===== config.mk =====
export PLATFORM = sky130hd
export DESIGN_NAME = fetch_controller_flat
export DESIGN_NICKNAME = d
export VERILOG_FILES = /design/src/rtl/fetch_controller_if.sv /design/src/rtl/fetch_controller.sv /design/src/flat_wrapper.sv
export SDC_FILE = /design/constraint.sdc
export NUM_CORES = 1
export LEC_CHECK = 0
export CELL_PAD_IN_SITES_DETAIL_PLACEMENT = 0
export CELL_PAD_IN_SITES_GLOBAL_PLACEMENT = 2
export CORE_ASPECT_RATIO = 0.8
export CORE_MARGIN = 2
export CORE_UTILIZATION = 20
export DETAILED_ROUTE_END_ITERATION = 10
export HOLD_SLACK_MARGIN = 0.1
export PLACE_DENSITY = 0.79
export RECOVER_POWER = 100
export SLEW_MARGIN = 40
export SYNTH_ARGS = -nofsm -noshare
export SYNTH_HDL_FRONTEND = slang
export SYNTH_SLANG_ARGS = --single-unit

===== constraint.sdc =====
create_clock -name clk -period 1.79 [get_ports clk]
set_clock_uncertainty 0.1 [all_clocks]
set_input_delay 0.2685 -clock clk [delete_from_list [all_inputs] [get_ports clk]]
set_output_delay 0.2685 -clock clk [all_outputs]
set_load 0.01 [all_outputs]

===== src/rtl/fetch_controller_if.sv =====
`default_nettype none
// ============================================================================
// Module   : fetch_controller_if
// Purpose  : Bundles the fetch controller's decode-side, redirect and
//            instruction-memory signals so they travel as one port.
// Ports    : master modport - the fetch controller (drives imem_req,
//            imem_addr, instr_valid, instr, instr_pc, PC).
//            slave modport  - the surrounding core / memory model (drives
//            stall, PCsrc, ImmOp, redirect, redirect_pc, imem_ack,
//            imem_rdata).
// Revision : 1.0 - initial release
// ============================================================================
interface fetch_controller_if #(
  parameter int WIDTH = 5
);
  // Decode / branch side
  logic             stall;
  logic             PCsrc;
  logic [31:0]      ImmOp;
  // Flush / trap redirect
  logic             redirect;
  logic [WIDTH-1:0] redirect_pc;
  // Instruction memory handshake
  logic             imem_req;
  logic [WIDTH-1:0] imem_addr;
  logic             imem_ack;
  logic [31:0]      imem_rdata;
  // Buffered instruction for decode
  logic             instr_valid;
  logic [31:0]      instr;
  logic [WIDTH-1:0] instr_pc;
  logic [WIDTH-1:0] PC;

  modport master (
    input  stall, PCsrc, ImmOp, redirect, redirect_pc, imem_ack, imem_rdata,
    output imem_req, imem_addr, instr_valid, instr, instr_pc, PC
  );

  modport slave (
    output stall, PCsrc, ImmOp, redirect, redirect_pc, imem_ack, imem_rdata,
    input  imem_req, imem_addr, instr_valid, instr, instr_pc, PC
  );
endinterface
`default_nettype wire


===== src/rtl/fetch_controller.sv =====
`default_nettype none
// ============================================================================
// Module   : fetch_controller
// Purpose  : Owns the program counter, fetches one instruction at a time from
//            word-addressed instruction memory over a req/ack handshake and
//            buffers it for decode. Applies branch (PCsrc/ImmOp) and
//            flush/trap redirects; a fetch already in flight when a redirect
//            lands is waited out and its data discarded.
// Ports    : clk  - clock, all state changes on posedge
//            rst  - synchronous reset, active low
//            bus  - fetch_controller_if.master (imem handshake, decode
//                   buffer, redirect and branch inputs, PC)
// Revision : 1.0 - initial release
// ============================================================================
module fetch_controller #(
  parameter int                 WIDTH    = 5,
  parameter logic [WIDTH-1:0]   RESET_PC = '0
) (
  input  wire logic             clk,
  input  wire logic             rst,
  fetch_controller_if.master    bus
);

  localparam logic [WIDTH-1:0] c_PC_INC = WIDTH'(1);

  typedef enum logic [1:0] {
    S_BOOT   = 2'd0,
    S_FETCH  = 2'd1,
    S_SQUASH = 2'd2,
    S_HOLD   = 2'd3
  } state_t;

  state_t           r_state;
  logic [WIDTH-1:0] r_pc;
  logic [WIDTH-1:0] r_addr;
  logic             r_req;
  logic             r_valid;
  logic [31:0]      r_instr;
  logic [WIDTH-1:0] r_instr_pc;

  // Next sequential fetch address and branch target, both modulo 2^WIDTH.
  logic [WIDTH-1:0] w_seq_pc;
  logic [WIDTH-1:0] w_branch_pc;
  // PC to fetch after decode consumes the buffered instruction.
  logic [WIDTH-1:0] w_consume_pc;

  assign w_seq_pc     = r_addr + c_PC_INC;
  assign w_branch_pc  = r_instr_pc + bus.ImmOp[WIDTH-1:0];
  assign w_consume_pc = bus.PCsrc ? w_branch_pc : r_pc;

  always_ff @(posedge clk) begin
    if (!rst) begin
      r_state    <= S_BOOT;
      r_pc       <= RESET_PC;
      r_addr     <= '0;
      r_req      <= 1'b0;
      r_valid    <= 1'b0;
      r_instr    <= '0;
      r_instr_pc <= '0;
    end else begin
      case (r_state)
        S_BOOT: begin
          r_state <= S_FETCH;
          r_addr  <= r_pc;
          r_req   <= 1'b1;
        end

        S_FETCH: begin
          if (bus.redirect) begin
            r_pc <= bus.redirect_pc;
            if (bus.imem_ack) begin
              // Request completed on the old path: drop it and restart.
              r_addr <= bus.redirect_pc;
            end else begin
              // The old request is still outstanding; the address must stay
              // stable until memory acknowledges it.
              r_state <= S_SQUASH;
            end
          end else if (bus.imem_ack) begin
            r_state    <= S_HOLD;
            r_instr    <= bus.imem_rdata;
            r_instr_pc <= r_addr;
            r_pc       <= w_seq_pc;
            r_valid    <= 1'b1;
            r_req      <= 1'b0;
          end
        end

        S_SQUASH: begin
          if (bus.redirect) begin
            r_pc <= bus.redirect_pc;
          end
          if (bus.imem_ack) begin
            // Stale data is discarded; fetch from the newest PC.
            r_state <= S_FETCH;
            r_addr  <= bus.redirect ? bus.redirect_pc : r_pc;
          end
        end

        S_HOLD: begin
          if (bus.redirect) begin
            r_state <= S_FETCH;
            r_pc    <= bus.redirect_pc;
            r_addr  <= bus.redirect_pc;
            r_req   <= 1'b1;
            r_valid <= 1'b0;
          end else if (!bus.stall) begin
            r_state <= S_FETCH;
            r_pc    <= w_consume_pc;
            r_addr  <= w_consume_pc;
            r_req   <= 1'b1;
            r_valid <= 1'b0;
          end
        end

        default: begin
          r_state <= S_BOOT;
          r_req   <= 1'b0;
          r_valid <= 1'b0;
        end
      endcase
    end
  end

  assign bus.imem_req    = r_req;
  assign bus.imem_addr   = r_addr;
  assign bus.instr_valid = r_valid;
  assign bus.instr       = r_instr;
  assign bus.instr_pc    = r_instr_pc;
  assign bus.PC          = r_pc;

endmodule
`default_nettype wire


===== src/flat_wrapper.sv =====
// flat-port wrapper written by rule: the top's interface ports become plain ports
module fetch_controller_flat 
#(
  parameter int                 WIDTH    = 5,
  parameter logic [WIDTH-1:0]   RESET_PC = '0
)
  (clk, rst, bus_stall, bus_PCsrc, bus_ImmOp, bus_redirect, bus_redirect_pc, bus_imem_ack, bus_imem_rdata, bus_imem_req, bus_imem_addr, bus_instr_valid, bus_instr, bus_instr_pc, bus_PC);
  fetch_controller_if #(.WIDTH(WIDTH)) bus_i ();
  input  wire logic clk;
  input  wire logic rst;
  input wire logic [$bits(bus_i.stall)-1:0] bus_stall;
  input wire logic [$bits(bus_i.PCsrc)-1:0] bus_PCsrc;
  input wire logic [$bits(bus_i.ImmOp)-1:0] bus_ImmOp;
  input wire logic [$bits(bus_i.redirect)-1:0] bus_redirect;
  input wire logic [$bits(bus_i.redirect_pc)-1:0] bus_redirect_pc;
  input wire logic [$bits(bus_i.imem_ack)-1:0] bus_imem_ack;
  input wire logic [$bits(bus_i.imem_rdata)-1:0] bus_imem_rdata;
  output wire logic [$bits(bus_i.imem_req)-1:0] bus_imem_req;
  output wire logic [$bits(bus_i.imem_addr)-1:0] bus_imem_addr;
  output wire logic [$bits(bus_i.instr_valid)-1:0] bus_instr_valid;
  output wire logic [$bits(bus_i.instr)-1:0] bus_instr;
  output wire logic [$bits(bus_i.instr_pc)-1:0] bus_instr_pc;
  output wire logic [$bits(bus_i.PC)-1:0] bus_PC;
  assign bus_i.stall = bus_stall;
  assign bus_i.PCsrc = bus_PCsrc;
  assign bus_i.ImmOp = bus_ImmOp;
  assign bus_i.redirect = bus_redirect;
  assign bus_i.redirect_pc = bus_redirect_pc;
  assign bus_i.imem_ack = bus_imem_ack;
  assign bus_i.imem_rdata = bus_imem_rdata;
  assign bus_imem_req = bus_i.imem_req;
  assign bus_imem_addr = bus_i.imem_addr;
  assign bus_instr_valid = bus_i.instr_valid;
  assign bus_instr = bus_i.instr;
  assign bus_instr_pc = bus_i.instr_pc;
  assign bus_PC = bus_i.PC;
  fetch_controller #(.WIDTH(WIDTH), .RESET_PC(RESET_PC)) u_core (.clk(clk), .rst(rst), .bus(bus_i));
endmodule

Word-level counts from Yosys, hierarchy flattened
Index checks and enable logic that the tools add are counted.

cells by class
  eq/ne operators = 10
  muxes and demuxes = 28
  bitwise operators = 1
  add/subtract/negate cells = 2
  reduce and logical (&&, ||, !) cells = 10

operators by type and width
  kind                   number
  $mux W5                9
  $pmux W5 S4            1
  $reduce_and A4 Y1      4
  $pmux W5 S3            1
  $mux W2                6
  $ne A3 B3 Y1 const B   3
  $mux W1                8
  $ne A2 B2 Y1 const B   4
  $pmux W2 S4            1
  $reduce_and A3 Y1      2
  $reduce_bool A3 Y1     2
  $add A5 B1 Y5 const B  1
  $add A5 B5 Y5          1
  $eq A2 B2 Y1 const B   2
  $pmux W1 S3            1
  $eq A2 B1 Y1 const B   1
  $logic_not A2 Y1       1
  $pmux W1 S2            1
  $reduce_bool A2 Y1     1
  $not A1 Y1             1

storage, ports and cells
  bits of input ports = 75
  output and inout bits = 49
  bits in registers = 51

Longest topological paths before layout
Gate-level depths: netlist (run 1).

  depth in word-level cells = 5
  depth in mapped cells = 8

Worst setup path after synthesis (run 1)
No wires, ideal clock.

  path type = register to register
  start point = reg u_core.r_instr_pc[0] (netlist: u_core.bus.instr_pc[0])
  end point = reg u_core.r_pc[1] (netlist: u_core.bus.PC[1])
  stages on the path, launching flop included = 8
  data arrival time = 1.645 ns
  buffers on the path = 0
  path slack = -0.074 ns
  setup time = 0.119 ns
  cell sequence = dfxtp_1 -> ha_1 -> inv_1 -> fa_1 -> nor2b_1 -> o31ai_1 -> a221oi_2 -> o221a_1

on the way
  longest elaborated chain between the ends = 5

RTL lines
  element                 RTL line                 RTL
  from (decl)             fetch_controller.sv:39   logic [WIDTH-1:0] r_instr_pc;
  from (signal assigned)  fetch_controller.sv:82   r_instr_pc <= r_addr;
  $add A5 B5 Y5           fetch_controller.sv:48   assign w_branch_pc = r_instr_pc + bus.ImmOp[WIDTH-1:0];
  $mux W5                 fetch_controller.sv:49   assign w_consume_pc = bus.PCsrc ? w_branch_pc : r_pc;
  $mux W5                 fetch_controller.sv:107  end else if (!bus.stall) begin
  $mux W5                 fetch_controller.sv:101  if (bus.redirect) begin
  $pmux W5 S3             fetch_controller.sv:61   case (r_state)
  to (signal assigned)    fetch_controller.sv:70   r_pc <= bus.redirect_pc;
  to (signal assigned)    fetch_controller.sv:103  r_pc <= bus.redirect_pc;
  to (signal assigned)    fetch_controller.sv:109  r_pc <= w_consume_pc;
  to (decl)               fetch_controller.sv:34   logic [WIDTH-1:0] r_pc;

Every way passes these cells. The select of a mux whose other input is x is not followed.
A chain may end at the register's enable or synchronous reset.

Worst setup path in the final report (run 1)
Same ends and word-level chain as after synthesis.

==> results of run 1 <==
==> timing repair <==
action                                  CTS  global route
gates resized for setup                   8             8
buffers inserted                          0             3
hold buffers                              0             0
endpoints found under the setup margin    5             7
pin swaps                                 7            10
==> layout make-up <==
cell class,count,area [sq um],area share
inverters,7,26.3,0.00635
clock buffers,7,133,0.0321
clock inverters,1,5.00,0.00121
well taps,175,219,0.0530
multi-input cells,235,1470,0.356
flip-flops and latches,51,1020,0.248
repair buffers,129,1260,0.304
==> sequential cells by signal, indices dropped and copies added (netlist names) <==
name                    count
u_core.bus.PC               5
u_core.bus.imem_addr        5
u_core.bus.imem_req         1
u_core.bus.instr           32
u_core.bus.instr_pc         5
u_core.bus.instr_valid      1
u_core.r_state              2
==> cells in the mapped netlist (all sizes together), types with 6 or more instances <==
cell type | instances | area, sq um
a21boi | 39 | 293
a21oi | 11 | 58.8
a31oi | 6 | 37.5
buf | 15 | 114
dfxtp | 51 | 1020
inv | 7 | 26.3
nand2 | 89 | 352
nor2 | 15 | 66.3
nor2b | 6 | 37.5
nor3 | 8 | 40.0
o21ai | 13 | 68.8
xnor2 | 6 | 52.6
==> layout by cell type, fill, tap and decap left out, types with 3 or more instances in the layout <==
cell type	synthesis	routed
dfxtp_1	51	48
a21boi_0	1	10
inv_2	1	3
clkdlybuf4s50_1	0	48
a21boi_1	38	29
inv_1	6	4
nand3_1	3	3
xnor2_1	6	6
nor2b_1	6	5
a21oi_1	10	9
clkbuf_16	0	5
nand2b_1	4	3
mux2i_1	5	5
nor2_1	13	13
o21ai_1	5	5
buf_12	0	4
nand2_1	86	86
dlygate4sd3_1	0	46
clkbuf_1	5	3
nor3_1	8	8
o21ai_0	7	7
a31oi_1	6	6
dfxtp_2	0	3
ha_1	5	4
buf_4	3	27
==> kinds of logic (layout without fill, tap and decap cells) <==
family / Yosys count / after routing / share of synthesized area
AO/OA/AOI/OAI: 86 / 86 / 0.245
buffers and inverters: 27 / 144 / 0.0611
adder cells (fa/ha/maj): 6 / 6 / 0.0318
multiplexers: 6 / 6 / 0.0250
flip-flops: 51 / 51 / 0.393
AND/OR/NAND/NOR: 129 / 129 / 0.218
XOR/XNOR: 8 / 8 / 0.0270
==> through the flow <==
stage,utilization,hold slack (ns)
floorplan,-,0.303
global placement,0.306,0.341
detailed placement,0.306,0.347
CTS,0.319,0.357
global route,0.324,0.377
finish,0.324,0.352
==> worst reg2reg max path, cell delays in order, from the launching register on <==
cell	delay (ns)
dfxtp_2	0.35
ha_4	0.14
inv_2	0.03
fa_2	0.54
nor2b_4	0.05
o31ai_2	0.20
a221oi_2	0.09
o221a_1	0.22
==> layer usage <==
metal,GRT usage,share of wire,vias to the layer above
met5,0,0,-
met4,0.0233,0.0072,0
met2,0.178,0.43,75
li1,-,-,1292
met1,0.159,0.49,1180
met3,0.0386,0.066,8
==> worst max-delay path by stage <==
| stage | endpoint | slack [ns] | cells after the start |
|---|---|---|---|
| floorplan | u_core.bus.PC[1]$_SDFFE_PN0P_ | 0.005 | 7 |
| global placement | u_core.bus.imem_addr[4]$_SDFFE_PN0P_ | -0.48 | 9 |
| detailed placement | u_core.bus.imem_addr[4]$_SDFFE_PN0P_ | -0.47 | 9 |
| CTS | u_core.bus.PC[1]$_SDFFE_PN0P_ | -0.07 | 7 |
| global route | u_core.bus.imem_addr[1]$_SDFFE_PN0P_ | -0.11 | 8 |
| finish | u_core.bus.PC[1]$_SDFFE_PN0P_ | -0.04 | 7 |
==> report_power, final <==
| part | internal, mW | switching [mW] |
|---|---|---|
| Clock | 0.518 | 0.419 |
| Sequential | 1.20 | 0.0551 |
| Combinational | 0.376 | 0.312 |
| Total | 2.09 | 0.787 |
==> run summary, run 1 <==
vias in the first global route: 2,571
maximum cell stage delay along the critical path: 0.54 ns
number of distinct library cells after synthesis: 48
I/O pin total: 124
number of enable flip-flop cells after synthesis: 0
relative slew slack: 0.657
worst slack at placement: -0.468 ns
maximum VDD drop: 0.000331 V
startpoint-to-endpoint class of the critical path: register to register
endpoint kind of the worst setup timing path: register
Synth Instances: 313
crit path buf inv count: 1
source of the worst register-to-register timing path: u_core.bus.instr_pc[0]$_SDFFE_PN0P_
post-DP HPWL: 6070 um
floorplan core area: 12,800 sq um
FF+latch count, synth: 51
Crit path max-delay family: adder cells
clock tree from TritonCTS: yes
Clock Latency Late Sink: 0.29 ns
drt wl/cell: 13.5 um
setup violation total in the final timing report: 2
total length of routed wires: 8140 um
via count normalized by instance count: 4.22
proportion of synthesized chip area in sequential cells: 0.393
CP max-delay cell: fa_2
number of iterations in the first detailed-routing pass: 4
first-pass GRT wire length: 13,000 um
number of nets in the layout: 510
Synth warnings: 0
Initial DRC Count: 65
FMAX: 546 MHz
fraction of registers with async set or reset after synthesis: 0
crit share post-route: 1.02
reported leakage power: 1.65 nW
PortBufs: 96
predominant post-synthesis flop cell: dfxtp_1
post-route antenna net violation count: 0
launching element type of the critical path: register
Worst Path Arrival: 1.92 ns
number of antenna violations at the first check in global routing: 0
row count: 37
worst reg2reg path endpoint: u_core.bus.PC[1]$_SDFFE_PN0P_
hold crit path type: register to register
minimum clock period after layout: 1.83 ns
run status: complete, but fails checks
aggregate global routing overflow: 0
cell area power density: 696 nW/um^2
setup repair after global routing missed its margin: yes
instance count after placement with tap cells included: 594
ordered cell list for the critical path: ha_4 > inv_2 > fa_2 > nor2b_4 > o31ai_2 > a221oi_2 > o221a_1
setup slack of the critical path after layout: -0.0420 ns
Required @ worst endpoint: 1.88 ns
GR Util All Layers: 0.116
Net Count, Synth: 394
number of fillers in the final layout: 1,394
initial core utilization: 0.203
CTS sink cnt: 51
antenna cell count: 0
maximum number of pins on one net before global-route repair: 38
final hold violation count: 0
Post-route DRC: 0
count of maximum capacitance violations: 0
violated checks: setup timing
number of buffers inserted during clock tree synthesis: 5
total vias in the final route: 2,555
clk slew on worst S/H paths: 0.07 ns
maximum fanout along the worst path: 2
RD Place Congestion: 0.732
Clk Tree Root Cell: clkbuf_16
post-route cell area: 4140 sq um
post-synthesis to final-layout area growth: 59.1%
Endpoint, Worst Hold: u_core.bus.instr[3]$_SDFFE_PN0P_
critical path launch point: u_core.bus.instr_pc[0]$_SDFFE_PN0P_
R2R cell count: 7
die area: 13,900 sq um
HP Start: u_core.bus.instr[3]$_SDFFE_PN0P_
maximum buffer depth of the clock tree: 2
hold depth: 2
final-report max-slew violation count: 0
pin slew with the least headroom to its limit: 0.513 ns
area post-placement: 3910 sq um
post-synthesis instance area: 2600 sq um
Cell Count, Final, Fillers Out: 605
setup TNS: -0.0621 ns
register-to-register path setup slack: -0.04 ns
share of final-layout standard cells stronger than drive strength 1: 0.149
Die Span Y: 106 um
overall power: 2.88 mW
Mean Syn Cell Area: 8.30 sq um
die width: 131 um
htree depth: 2
Note: power is estimated with default switching activity, not from simulation.
==> run 2: changes to the inputs <==
--- a/config.mk
+++ b/config.mk
@@ -5,14 +5,12 @@
 export SDC_FILE = /design/constraint.sdc
 export NUM_CORES = 1
 export LEC_CHECK = 0
-export CELL_PAD_IN_SITES_DETAIL_PLACEMENT = 0
-export CELL_PAD_IN_SITES_GLOBAL_PLACEMENT = 2
 export CORE_ASPECT_RATIO = 0.8
 export CORE_MARGIN = 2
-export CORE_UTILIZATION = 20
+export CORE_UTILIZATION = 37
 export DETAILED_ROUTE_END_ITERATION = 10
 export HOLD_SLACK_MARGIN = 0.1
-export PLACE_DENSITY = 0.79
+export PLACE_DENSITY = 0.8
 export RECOVER_POWER = 100
 export SLEW_MARGIN = 40
 export SYNTH_ARGS = -nofsm -noshare
==> run 2 against run 1 <==
  * Sequential share of layout area is 1.8 points higher
  * Critical endpoint is now u_core.bus.imem_addr[1]$_SDFFE_PN0P_
  * Count of clock-buffer cells in the layout is 2 lower
  * First-iteration DRC count grew to 3.5 times the previous value
  * The run still ends with setup timing left
  * Combinational power is 7.3% lower
  * Largest power group unchanged
  * Routed wire length is 12% lower
  * Power is 12% lower
  * Sequential power hardly changed
  * Via count is 0.51% higher
==> run summary, run 2 (synthesized netlist as in run 1, its figures left out) <==
ordered cell list for the critical path: ha_4 > inv_2 > fa_1 > nor2b_1 > nor4_2 > nor3_1 > mux2i_1 > nor2b_1
Die Span Y: 79.0 um
number of antenna violations at the first check in global routing: 0
Clock Latency Late Sink: 0.30 ns
total length of routed wires: 7150 um
initial core utilization: 0.379
total vias in the final route: 2,568
aggregate global routing overflow: 0
PortBufs: 96
share of final-layout standard cells stronger than drive strength 1: 0.123
row count: 27
number of fillers in the final layout: 615
htree depth: 2
pin slew with the least headroom to its limit: 0.462 ns
maximum buffer depth of the clock tree: 2
count of maximum capacitance violations: 0
CTS hold repair buffers: 0
startpoint-to-endpoint class of the critical path: register to register
Cell Count, Final, Fillers Out: 509
number of buffers inserted during clock tree synthesis: 5
hold crit path type: register to register
first-pass GRT wire length: 11,700 um
run status: complete, but fails checks
FMAX: 525 MHz
vias in the first global route: 2,415
overall power: 2.55 mW
launching element type of the critical path: register
antenna cell count: 0
maximum fanout along the worst path: 2
instance count after placement with tap cells included: 501
final-report max-slew violation count: 0
Finished Core Util: 0.561
maximum cell stage delay along the critical path: 0.47 ns
number of nets in the layout: 503
Clk Tree Root Cell: clkbuf_8
post-route antenna net violation count: 0
drt wl/cell: 14.0 um
floorplan core area: 6860 sq um
crit share post-route: 1.06
reported leakage power: 1.55 nW
Required @ worst endpoint: 1.89 ns
setup repair after global routing missed its margin: yes
clock tree from TritonCTS: yes
post-synthesis to final-layout area growth: 48.0%
RD Place Congestion: 0.891
via count normalized by instance count: 5.05
clk slew on worst S/H paths: 0.09 ns
I/O pin total: 124
Worst Path Arrival: 2.00 ns
minimum clock period after layout: 1.90 ns
number of iterations in the first detailed-routing pass: 4
CTS sink cnt: 51
highest-count cells in the layout ignoring fill and taps: nand2_1, clkdlybuf4s50_1, dfxtp_1
setup slack of the critical path after layout: -0.113 ns
die width: 97.7 um
die area: 7710 sq um
most frequent standard cell in the layout excluding fill and tap cells: nand2_1
CP most frequent cell: nor2b_1
Post-route DRC: 0
violated checks: setup timing
max reg flops: 32
final hold violation count: 0
Initial DRC Count: 229
relative slew slack: 0.692
maximum number of pins on one net before global-route repair: 52
maximum VDD drop: 0.000410 V
CP max-delay cell: fa_1
cell area power density: 662 nW/um^2
endpoint kind of the worst setup timing path: register
post-DP HPWL: 5160 um
GR Util All Layers: 0.186
setup violation total in the final timing report: 4
run 2: cell types whose count changed in the layout (fill, tap and decap cells not counted), moves of 4 or more:
cell             delta
clkbuf_16           -5
a21boi_0            -7
a21boi_1            +7
dlygate4sd3_1       -4
clkdlybuf4s50_1     +4
clkbuf_8            +5
buf_4               -5
run 2: critical path, delay by kind of cell (launching register included):
family	cells	cell delay, ns
flip-flops	1	0.36
multiplexers	1	0.19
adder cells (fa/ha/maj)	2	0.61
AND/OR/NAND/NOR	4	0.51
buffers and inverters	1	0.04
run 2: report_power, final:
group | leakage (nW) | internal, mW | switching [mW] | total [mW]
logic | 1.09 | 0.350 | 0.288 | 0.638
registers | 0.417 | 1.20 | 0.0652 | 1.26
clock network | 0.0440 | 0.268 | 0.379 | 0.647
total | 1.55 | 1.81 | 0.733 | 2.55
run 2: final timing paths:
| path | from | to | slack [ns] | cells past startpoint |
|---|---|---|---|---|
| worst max-delay path | u_core.bus.instr_pc[0]$_SDFFE_PN0P_ | u_core.bus.imem_addr[1]$_SDFFE_PN0P_ | -0.11 | 8 |
| worst min-delay path | u_core.bus.instr[4]$_SDFFE_PN0P_ | u_core.bus.instr[4]$_SDFFE_PN0P_ | 0.35 | 2 |
| worst max register to register | u_core.bus.instr_pc[0]$_SDFFE_PN0P_ | u_core.bus.imem_addr[1]$_SDFFE_PN0P_ | -0.11 | 8 |
| worst min register to register | u_core.bus.instr[4]$_SDFFE_PN0P_ | u_core.bus.instr[4]$_SDFFE_PN0P_ | 0.35 | 2 |
run 2: layout make-up:
cell class	count	area, sq um	share of cell area
sequential	51	1020	0.266
clock inverter	2	13.8	0.00358
tap	87	109	0.0283
timing repair buffer	122	1170	0.305
inverter	7	26.3	0.00683
clock buffer	5	68.8	0.0179
multi-input combinational	235	1430	0.372
run 2: through the flow:
stage               TNS [ns]  hold slack, ns  area, sq um  setup WS, ns
floorplan                  0           0.303         2600       0.00549
global placement       -4.36           0.340         3750        -0.422
detailed placement     -6.49           0.347         3750        -0.542
CTS                   -0.172           0.360         3850       -0.0926
global route           -1.98           0.379         3850        -0.172
finish                -0.219           0.353         3850        -0.113
run 2: per-layer routing:
layer / wire (um) / GRT usage / vias to the layer above / part of all wire
met2: 3330 / 0.305 / 119 / 0.47
met5: 0 / 0 / - / 0
met1: 3260 / 0.251 / 1167 / 0.46
met4: 34 / 0.0431 / 0 / 0.0048
li1: - / - / 1278 / -
met3: 528 / 0.0423 / 4 / 0.074
run 2: what timing repair did:
item	in CTS	in global routing
cloned	0	0
buffers inserted	1	0
pin swaps	4	1
resized for setup	7	1
setup endpoints to repair	5	5
